<file path="src/rtl/load_store_unit.sv">
// Memory-access stage of the multicycle RV32I core: runs one load or store per request on a
// word-wide req/ack data port with lane steering, load extension, error detection and bus timeout.
module load_store_unit #(
  parameter int unsigned TIMEOUT_CYCLES = 255
) (
  input  logic        clk,
  input  logic        resetn,
  input  logic        req_valid,
  output logic        req_ready,
  input  logic        req_store,
  input  logic [2:0]  req_funct3,
  input  logic [31:0] req_addr,
  input  logic [31:0] req_wdata,
  output logic        resp_valid,
  output logic [31:0] resp_rdata,
  output logic [1:0]  resp_err,
  output logic        mem_req,
  output logic        mem_we,
  output logic [31:0] mem_addr,
  output logic [31:0] mem_wdata,
  output logic [3:0]  mem_wstrb,
  input  logic        mem_ack,
  input  logic [31:0] mem_rdata
);

  localparam int unsigned CNT_W = (TIMEOUT_CYCLES > 1) ? $clog2(TIMEOUT_CYCLES) : 1;
  localparam bit TIMEOUT_EN = (TIMEOUT_CYCLES != 0);
  localparam logic [CNT_W-1:0] CNT_LAST = CNT_W'(TIMEOUT_EN ? TIMEOUT_CYCLES - 1 : 0);

  localparam logic [1:0] ERR_OK       = 2'b00;
  localparam logic [1:0] ERR_MISALIGN = 2'b01;
  localparam logic [1:0] ERR_ILLEGAL  = 2'b10;
  localparam logic [1:0] ERR_TIMEOUT  = 2'b11;

  typedef enum logic [1:0] {ST_IDLE = 2'd0, ST_MEM = 2'd1, ST_RESP = 2'd2} state_e;

  state_e           state_q, state_d;
  logic [2:0]       f3_q, f3_d;
  logic [1:0]       off_q, off_d;
  logic [CNT_W-1:0] cnt_q, cnt_d;
  logic             we_q, we_d;
  logic [31:0]      maddr_q, maddr_d;
  logic [31:0]      mwdata_q, mwdata_d;
  logic [3:0]       mwstrb_q, mwstrb_d;
  logic [31:0]      rdata_q, rdata_d;
  logic [1:0]       err_q, err_d;

  function automatic logic f3_legal(input logic store, input logic [2:0] f3);
    logic ok;
    case (f3)
      3'b000, 3'b001, 3'b010: ok = 1'b1;
      3'b100, 3'b101:         ok = ~store;
      default:                ok = 1'b0;
    endcase
    return ok;
  endfunction

  function automatic logic f3_misaligned(input logic [2:0] f3, input logic [1:0] off);
    logic mis;
    case (f3[1:0])
      2'b01:   mis = off[0];
      2'b10:   mis = (off != 2'b00);
      default: mis = 1'b0;
    endcase
    return mis;
  endfunction

  function automatic logic [3:0] store_strobe(input logic [2:0] f3, input logic [1:0] off);
    logic [3:0] s;
    case (f3[1:0])
      2'b00:   s = 4'b0001 << off;
      2'b01:   s = off[1] ? 4'b1100 : 4'b0011;
      default: s = 4'b1111;
    endcase
    return s;
  endfunction

  function automatic logic [31:0] store_steer(input logic [2:0] f3, input logic [31:0] w);
    logic [31:0] d;
    case (f3[1:0])
      2'b00:   d = {4{w[7:0]}};
      2'b01:   d = {2{w[15:0]}};
      default: d = w;
    endcase
    return d;
  endfunction

  // Right-justify the addressed lane, then extend according to the load width/signedness.
  function automatic logic [31:0] load_extend(input logic [2:0] f3, input logic [1:0] off,
                                              input logic [31:0] word);
    logic [31:0] sh;
    logic [31:0] r;
    sh = word >> {off, 3'b000};
    case (f3)
      3'b000:  r = {{24{sh[7]}}, sh[7:0]};
      3'b001:  r = {{16{sh[15]}}, sh[15:0]};
      3'b100:  r = {24'd0, sh[7:0]};
      3'b101:  r = {16'd0, sh[15:0]};
      default: r = sh;
    endcase
    return r;
  endfunction

  assign req_ready  = (state_q == ST_IDLE);
  assign mem_req    = (state_q == ST_MEM);
  assign resp_valid = (state_q == ST_RESP);
  assign mem_we     = we_q;
  assign mem_addr   = maddr_q;
  assign mem_wdata  = mwdata_q;
  assign mem_wstrb  = mwstrb_q;
  assign resp_rdata = rdata_q;
  assign resp_err   = err_q;

  // Next-state and datapath capture for the IDLE/MEM/RESP sequencer.
  always_comb begin
    state_d  = state_q;
    f3_d     = f3_q;
    off_d    = off_q;
    cnt_d    = cnt_q;
    we_d     = we_q;
    maddr_d  = maddr_q;
    mwdata_d = mwdata_q;
    mwstrb_d = mwstrb_q;
    rdata_d  = rdata_q;
    err_d    = err_q;
    case (state_q)
      ST_IDLE: begin
        if (req_valid) begin
          f3_d  = req_funct3;
          off_d = req_addr[1:0];
          cnt_d = '0;
          if (!f3_legal(req_store, req_funct3)) begin
            err_d   = ERR_ILLEGAL;
            rdata_d = 32'd0;
            state_d = ST_RESP;
          end else if (f3_misaligned(req_funct3, req_addr[1:0])) begin
            err_d   = ERR_MISALIGN;
            rdata_d = 32'd0;
            state_d = ST_RESP;
          end else begin
            we_d     = req_store;
            maddr_d  = {req_addr[31:2], 2'b00};
            mwdata_d = store_steer(req_funct3, req_wdata);
            mwstrb_d = req_store ? store_strobe(req_funct3, req_addr[1:0]) : 4'b0000;
            state_d  = ST_MEM;
          end
        end else begin
          state_d = ST_IDLE;
        end
      end
      ST_MEM: begin
        // An ack in the limit cycle still completes normally.
        if (mem_ack) begin
          rdata_d = we_q ? 32'd0 : load_extend(f3_q, off_q, mem_rdata);
          err_d   = ERR_OK;
          state_d = ST_RESP;
        end else if (TIMEOUT_EN && (cnt_q == CNT_LAST)) begin
          rdata_d = 32'd0;
          err_d   = ERR_TIMEOUT;
          state_d = ST_RESP;
        end else begin
          cnt_d = cnt_q + CNT_W'(1);
        end
      end
      ST_RESP: state_d = ST_IDLE;
      default: state_d = ST_IDLE;
    endcase
  end

  // State and datapath registers; reset abandons any in-flight access.
  always_ff @(posedge clk or negedge resetn) begin
    if (!resetn) begin
      state_q  <= ST_IDLE;
      f3_q     <= 3'd0;
      off_q    <= 2'd0;
      cnt_q    <= '0;
      we_q     <= 1'b0;
      maddr_q  <= 32'd0;
      mwdata_q <= 32'd0;
      mwstrb_q <= 4'd0;
      rdata_q  <= 32'd0;
      err_q    <= 2'd0;
    end else begin
      state_q  <= state_d;
      f3_q     <= f3_d;
      off_q    <= off_d;
      cnt_q    <= cnt_d;
      we_q     <= we_d;
      maddr_q  <= maddr_d;
      mwdata_q <= mwdata_d;
      mwstrb_q <= mwstrb_d;
      rdata_q  <= rdata_d;
      err_q    <= err_d;
    end
  end

endmodule

</file>
<file path="config.mk">
export PLATFORM = sky130hd
export DESIGN_NAME = load_store_unit
export DESIGN_NICKNAME = d
export VERILOG_FILES = /design/src/rtl/load_store_unit.sv
export SDC_FILE = /design/constraint.sdc
export NUM_CORES = 1
export LEC_CHECK = 0
export ABC_CLOCK_PERIOD_IN_PS = 1800
export CORE_MARGIN = 2
export CORE_UTILIZATION = 40
export CTS_CLUSTER_SIZE = 20
export DETAILED_ROUTE_END_ITERATION = 10
export PLACE_DENSITY = 0.77
export SLEW_MARGIN = 20
export SYNTH_ARGS = -nofsm -noshare
export SYNTH_HDL_FRONTEND = slang
export SYNTH_SLANG_ARGS = --single-unit
</file>
<file path="constraint.sdc">
create_clock -name clk -period 1.8 [get_ports clk]
set_input_delay 0.45 -clock clk [delete_from_list [all_inputs] [get_ports clk]]
set_output_delay 0.45 -clock clk [all_outputs]
set_load 0.05 [all_outputs]
</file>
==> impl_results.md <==
* Die Y at about 120 um
* Critical R2R Launch: cnt_q[1]
* Hold EP: f3_q[1]
* Int Power at between 8 and 9 mW
* CTS Buf Count at 17
* Tmin final at around 1800 ps
* Post-Synthesis Cells at 474
* F_max at about 0.56 GHz
* Antenna Nets Post-Route at 0
* Maximum vdd ir drop at 1.19 mV
* Global-route wire length before repair at 26000 um
* Post-DR vias/cell at approximately 5.3
* # rows at 42
* Post-detailed-routing wire length at between 15000 and 20000 um
* Routability Congestion at about 0.83
* Sw frac at 0.427
* CTS sink cnt at around 120
* Total track usage at 0.231
* Post-layout net count at 850
* Starting DRT DRC Count at approximately 330
* Place WS at -821 ps
* Mapped Area at 5450 um2
* Sequential share of power at 0.275
* PnR worst setup slack at around 16 ps
* Async SR Flop Fraction at 1.00
* Initial antenna violation count at 0
* Initial core utilization at 0.410
* Critical path fanouts, max at 8
* Port Buffers at a little over 200
* Design Power at between 10 and 15 mW
* FF-to-FF setup slack at roughly 16 ps
* Reg clk slew, reported paths at 50 ps
* Clock Latency Late Sink at 420 ps
* Synthesized area per cell at 11.5 um2
* CP startpoint kind: primary input
* Comb pwr share at 0.483
* Slew headroom at 0.522
* Fill count at 1009
* Top_reg_cell synth: dfrtp_1
* Clock Tree Buf Depth at 2
* I/O pin total at 210
* GRT overflow at 0
* R2R depth at 6
* HPWL Detailed at roughly 11000 um
* Syn. warnings at 0
* Final Hold Fails at 0
* Hold Path Origin: req_funct3[1]
* Largest net degree at the start of global routing at 36
* Syn-to-layout area delta at 63.5%
* Total core area at 13300 um2
* Final setup viols at 0
* Tcrit/Tclk final at 0.991
* Sequential-to-total area share from yosys stat at 0.532
* RR Endpoint: resp_rdata[13]
* CP required at about 2200 ps
* Share of layout cells above drive strength 1 at 0.389
* DRT Pass-1 Iters at 5
* Vias in the first global route at 5037
* Hold Path Stages at 3
* Routed WL per cell at about 18 um
* PwrDens at 1670 nW/um2
* Die footprint at roughly 15000 um2
* Arr. time, crit path at roughly 2100 ps
* Crit end category: register
* Hold/Removal Path Class: primary input to register
* Finished Layout Cells at a little over 900
* Via count at around 4900
* Leakage power at 4.18 nW
* Die extent in x at around 120 um
* CTS H-tree depth at 4
* Clk_skew at roughly 5.9 ps
* CTS tree: built
* Worst slew pin tran at ~700 ps
* Status: completed
* Critical path type: primary input to register
* N_diodes at 0
* NetSw at 6.36 mW
* Number of synthesized flops with an enable pin at 0
* RSZ-0062 raised after global routing: yes
* Post-synthesis cell type count at between 40 and 50
* Root buf cell: clkbuf_16
* Clock power share at 0.242
* Max Slew Vio Count at 0
* Dpl cells at roughly 880
* # Max-Cap Violations at 0
* Register bit total from synthesis at about 120
* DRC viols at 0
* Final cell utilization of the core at 0.671
## metal layers
layer  share of wire  vias up  global-route usage
met4           0.021        0              0.0938
met2            0.49      218               0.370
met3           0.070       29              0.0580
li1                -     2246                   -
met1            0.42     2396               0.299
met5               0        -                   0
## kinds of logic after synthesis
logic type,Yosys count,synth area share
and+or+nand+nor,111,0.0961
DFF,116,0.532
xor gates and xnor gates,5,0.00803
other,1,0.000688
AOI/OAI and AO/OA,123,0.169
adders and majority gates,5,0.0115
muxes,66,0.130
buffers and inverters,47,0.0519
## synth_stat cells (2+ instances only)
cell type    n  area, um2
a21oi_1     15       75.1
nand2_1     32        120
xor2_1       5       43.8
nor2_1      44        165
ha_1         5       62.6
o21ai_0     19       95.1
a22o_1       9       78.8
buf_6        9        101
nand4_1      4       25.0
a22oi_1     16        120
a211o_1     15        131
mux2_2      40        450
inv_1       16       60.1
clkbuf_1     7       26.3
nor2b_1      9       56.3
mux2i_1     26        260
a221o_1      8       80.1
a31oi_1     10       62.6
a32o_1       7       70.1
nand3_1      8       40.0
buf_4        8       60.1
nand2b_1     5       31.3
nand3b_1     3       22.5
a21oi_2     11       96.3
dfrtp_1    116       2900
o211ai_1     2       15.0
buf_2        7       35.0
## how the worst max path moves through the flow
stage / from / end / slack (ps)
after floorplan: req_funct3[1] / mem_wdata[0] / -150
after global placement: req_funct3[1] / mem_addr[2] / -790
after detailed placement: req_funct3[1] / mem_addr[6] / -820
after CTS: req_funct3[1] / mem_addr[30] / -90
after global routing: mem_ack / resp_rdata[24] / -30
final: mem_ack / resp_rdata[29] / 20
## cells in the final DEF (no fill, tap or decap), types with 9 or more instances in the layout
master           netlist  routed
buf_4                  8     154
dfrtp_1              116     114
clkdlybuf4s50_1        0      96
nor2_1                44      39
nand2_1               32      30
mux2i_1               26      25
mux2_2                40      23
mux2_4                 0      17
clkbuf_16              0      17
a22oi_1               16      16
a21oi_2               11      16
o21ai_0               19      15
a211o_1               15      15
inv_1                 16      13
buf_12                 0      11
a21oi_1               15      10
a31oi_1               10      10
a22o_1                 9       9
## flip-flops by register name, indices dropped and copies added (netlist names), 2 cells and up
register / cells
state_q: 2
mem_wdata: 32
mem_addr: 30
cnt_q: 8
off_q: 2
f3_q: 3
mem_wstrb: 4
resp_err: 2
resp_rdata: 32
## power by group through the flow
stage	combinational [mW]	sequential, mW	clock, mW
3_5_place_dp	6.96	4.10	0
2_1_floorplan	1.73	6.95	0
6_report	7.20	4.09	3.61
4_1_cts	7.21	4.09	3.66
5_1_grt	7.52	4.21	3.79
3_3_place_gp	6.86	4.08	0
## what timing repair did
action	4_1_cts	5_1_grt
setup buffers	12	7
pin swaps	10	11
hold buffers	1	0
endpoints found under the hold margin	25	0
gates cloned	5	0
setup endpoints to repair	105	65
resized for setup	47	14
## critical path: stages
cell	delay [ps]
clkdlybuf4s50_1	500
nand3b_1	160
nor2_1	290
buf_4	230
o2111a_1	210
buf_4	170
a221o_1	130
## final cells by class
cell class | instances | area (um2) | share of cell area
multi-input cells | 312 | 2500 | 0.280
well taps | 176 | 220 | 0.0247
clock inverters | 9 | 150 | 0.0168
repair buffers | 278 | 2590 | 0.290
flip-flops and latches | 116 | 2910 | 0.326
inverters | 16 | 72.6 | 0.00814
clock buffers | 22 | 484 | 0.0543
## through the flow
| stage | hold slack [ps] | setup TNS [ps] | instance area, um2 |
|---|---|---|---|
| CTS | 415 | -364 | 8870 |
| finish | 329 | 0 | 8920 |
| floorplan | 154 | -10020 | 5590 |
| detailed placement | 413 | -77410 | 7870 |
| global route | 350 | -467 | 8920 |
| global placement | 403 | -74790 | 7870 |
Power figures use the tool's default switching activity.
==> variant 1, RTL diff (same flow settings) <==
Register the output `resp_err` once more, without a reset; this adds one clock of latency there. The other outputs are not delayed to match.
--- a/src/rtl/load_store_unit.sv
+++ b/src/rtl/load_store_unit.sv
@@ -111,3 +111,5 @@
   assign resp_rdata = rdata_q;
-  assign resp_err   = err_q;
+  always_ff @(posedge clk) begin
+    resp_err <= err_q;
+  end
 
Formal check against the unedited RTL: not equivalent (a bounded check fails within 4 cycles, from zero or initial values and one cycle with resetn low).
==> variant 1 against the original RTL <==
- final area fell by 4.5%
- count of clock-buffer cells in the layout rose by 3
- sequential cell count rose by 2
- core utilization fell by 2.5 points
- clock power fell by 15%
- setup slack got worse by 0.0087 ns
- area after synthesis fell by 1.1%
- sequential share of layout area rose by 2.0 points
- wire length rose by 1.2%
- largest cell class unchanged
- via count rose by 6.0%
- critical path type unchanged
- die area fell by 1.1%
- total power fell by 6.6%
==> variant 1: results (changes against the original RTL) <==
Run status
  – Status: completed

Global route
  – Largest net degree at the start of global routing: 61 (+69%)
  – M3 GR Usage: 7.41% (+1.6 points)
  – Met2 usage: 39.2% (+2.2 points)
  – Grt met1 use: 28.3% (-1.6 points)

Drt
  – Wire per inst: 16.8 um (-4.4%)

Synth
  – Post-Synth Adder-Cell Area: 1.16% (+0.013 points)
  – Largest cells by area after synthesis: dfrtp_1 54%, nand2_1 11%, mux2i_1 5.0%
  – Synth Area in Compound Gates: 15.6% (-1.3 points)
  – Yosys cell types: 47 (+4.4%)
  – Ys async rst share: 98.3% (-1.7 points)
  – Xor-xnor portion of the synthesized cell area: 0.650% (-0.15 points)
  – Syn_area_per_cell: 9.77 sq um (-15%)

Final layout
  – Fin nets: 907 (+6.7%)
  – # clk buffers: 25 (+14%)
  – Layout clock area frac: 6.26% (-0.86 points)
  – P&R area growth vs syn: 57.9%
  – FFs & Latches: 118 (+1.7%)
  – Number of multi-input logic gates: 390 (+25%)

Floorplanning
  – CORE AREA: 13,200 sq um (-0.79%)

Placement
  – Area after DPL: 7730 sq um (-1.8%)
  – GPL Wtd Cong: 0.872 (+4.6%)
  – Dpl ws: -0.823 ns (-0.00216 ns)

Timing
  – Final setup skew: 0.00593 ns (+0.0000431 ns)

Worst setup path
  – Capturing point of the worst reg2reg path: resp_rdata[20]

Power and ir drop
  – Leakage: 4.23 nW (+1.3%)
-- variant 1: changes by cell type after synthesis, sizes merged, moves of 3 or more --
cell / change
nand2: +126
mux2: -38
a21oi: -15
inv: -9
a221oi: +8
a22oi: -8
o21ai: +7
clkbuf: +6
nand3: -3
-- variant 1: cell families (layout without fill, tap and decap cells) --
logic type / count (synthesis) / count (layout)
fa+ha+maj: 5 / 5
other cells: 1 / 2
flops: 118 / 118
mux: 29 / 29
compound gates: 112 / 112
buf+inv: 45 / 300
simple gates: 238 / 238
xor+xnor: 4 / 4
-- variant 1: worst max-delay path: stages --
cell	delay, ns
buf_2	0.09
buf_6	0.13
inv_12	0.04
ha_4	0.17
o211a_1	0.25
nor3_2	0.21
o22a_2	0.28
buf_4	0.15
mux2_2	0.32
-- variant 1: what timing repair did --
| action | in CTS | in global routing |
|---|---|---|
| gates cloned | 3 | 1 |
| hold buffers | 0 | 0 |
| setup endpoints to repair | 104 | 37 |
| gates resized for setup | 25 | 17 |
| pin swaps | 6 | 5 |
| setup buffers | 7 | 4 |
-- variant 1: power groups by stage --
stage / Sequential [mW] / Clock, mW / Combinational, mW
floorplan: 6.87 / 0 / 1.49
global route: 4.24 / 3.29 / 7.05
detailed placement: 4.12 / 0 / 6.57
CTS: 4.10 / 3.14 / 6.72
finish: 4.12 / 3.08 / 6.72
global placement: 4.09 / 0 / 6.47
-- variant 1: per-layer routing --
| metal | vias up | wire length, um |
|---|---|---|
| li1 | 2387 | - |
| met1 | 2517 | 6570 |
| met2 | 240 | 8210 |
| met3 | 37 | 1400 |
| met4 | 0 | 371 |
| met5 | - | 0 |
==> variant 2, RTL diff (same settings) <==
Made on the original files. Set the parameter `TIMEOUT_CYCLES` to 510 (it was 255).
--- a/src/rtl/load_store_unit.sv
+++ b/src/rtl/load_store_unit.sv
@@ -3,3 +3,3 @@
 module load_store_unit #(
-  parameter int unsigned TIMEOUT_CYCLES = 255
+  parameter int unsigned TIMEOUT_CYCLES = 510
 ) (
Check against the original RTL: no difference found for any inputs over 4 cycles, from zero or initial values and one cycle with resetn low; that may be too few to reach the edited logic, so the function may still have changed.
==> variant 2 against the original RTL <==
- the flow now finishes with violations (setup timing)
- via count is 5.5% higher
- sequential share of layout area is 0.52 points lower
- worst hold slack better by 0.011 ns
- total power is 0.57% higher
- non-clock buffer count is 2 lower
- sequential cell count is 1 higher
- core utilization is 1.8 points lower
- area after synthesis is 6.2% higher
- critical path depth stayed put
- setup slack worse by 0.021 ns
- final area is 2.5% higher
- wire length is 9.6% higher
- critical endpoint is now mem_addr[31]
==> variant 2: results (changes against the original RTL) <==
Placement
  – Dpl ws: -0.983 ns (-0.162 ns)
  – Area after DPL: 8200 sq um (+4.1%)
  – Dpl cells: 898 (+2.4%)

Global route
  – Met2 usage: 37.1% (+0.053 points)
  – Grt met1 use: 29.2% (-0.63 points)
  – Largest net degree at the start of global routing: 48 (+33%)
  – First-pass GRT wire length: 28.2 mm (+8.2%)
  – GR Util All Layers: 22.8% (-0.29 points)
  – Vias in the first global route: 5,306 (+5.3%)

Drt
  – Vias: 5,156 (+5.5%)
  – Wire per inst: 19.0 um (+7.8%)

Synth
  – Post-Synthesis Cells: 493 (+4.0%)
  – Register area share after synthesis: 50.6% (-2.7 points)
  – Synth top cells by count: 117 x dfrtp_1, 57 x mux2_2, 49 x nand2_1, 24 x o21ai_0, 21 x mux2i_1
  – Largest cells by area after synthesis: dfrtp_1 51%, mux2_2 11%, mux2i_1 3.6%
  – Yosys cell types: 58 (+29%)

Power and ir drop
  – VDD IR-drop max: 0.00114 V (-3.6%)
  – Int Pwr: 8.44 mW (-1.2%)
  – Leakage: 4.14 nW (-0.89%)
  – Psw: 6.55 mW (+3.0%)

Worst setup path
  – Max stage delay on crit path: 0.47 ns (-0.03 ns)
  – Capturing point of the worst reg2reg path: mem_addr[31]
  – Origin of the critical flop-to-flop path: state_q[1]
  – Worst-path maximum fanout: 12 (+4)

Timing
  – Setup TNS: -0.00768 ns (-0.00768 ns)
  – Min setup slack post-route: -0.00548 ns (-0.0212 ns)
  – Final setup violation count: 2 (+2)

Final layout
  – Fin nets: 860 (+1.2%)
  – Layout cells sized above 1: 38.9% (about the same)

Run status
  – Status: finished, violations left
  – Failing checks: setup timing
-- variant 2: cell types whose count changed in the layout (fill, tap and decap cells not counted), moves of 8 or more --
cell / change
a211o_1: -15
a32o_1: +10
nand2_1: +18
a221o_1: -8
a21oi_2: -16
nor2_1: -32
o21ai_0: +9
mux2_2: +27
o221ai_1: +8
o211ai_1: +16
-- variant 2: kinds of logic (layout without fill, tap and decap cells) --
family	count (synthesis)	count (layout)	synth area share, %
AOI/OAI and AO/OA	124	124	16.0
other	1	2	0.0648
buffers and inverters	50	320	4.52
xor gates and xnor gates	3	3	0.454
and+or+nand+nor	98	98	8.73
muxes	95	95	18.6
DFF	117	117	50.6
adders and majority gates	5	5	1.08
-- variant 2: how the worst max path moves through the flow --
stage / depth (start not counted) / slack [ns] / end
6_report: 7 / -0.005 / mem_addr[31]
5_1_grt: 10 / -0.03 / mem_addr[20]
4_1_cts: 9 / -0.03 / mem_wdata[22]
3_5_place_dp: 8 / -0.98 / mem_wdata[19]
3_3_place_gp: 8 / -0.91 / mem_addr[13]
2_1_floorplan: 7 / -0.14 / mem_addr[25]
-- variant 2: area by class of cell --
class / instances / area [sq um]
clock buffers: 18 / 439
clock inverters: 14 / 178
fillers: 1102 / 4850
inverters: 12 / 57.6
multi-input cells: 327 / 2730
flip-flops and latches: 117 / 2930
well taps: 180 / 225
repair buffers: 276 / 2570
-- variant 2: layer usage --
layer | routed length (um) | vias up
met5 | 0 | -
met4 | 455 | 0
met3 | 1050 | 41
met2 | 8800 | 179
met1 | 7610 | 2577
li1 | - | 2359
-- variant 2: timing repair --
item                       CTS  global route
gates cloned                 2             2
setup endpoints to repair  104            91
hold buffers                 1             0
hold endpoints to repair    11             0
pin swaps                    4             5
gates resized for setup     20            24
setup buffers                4             5
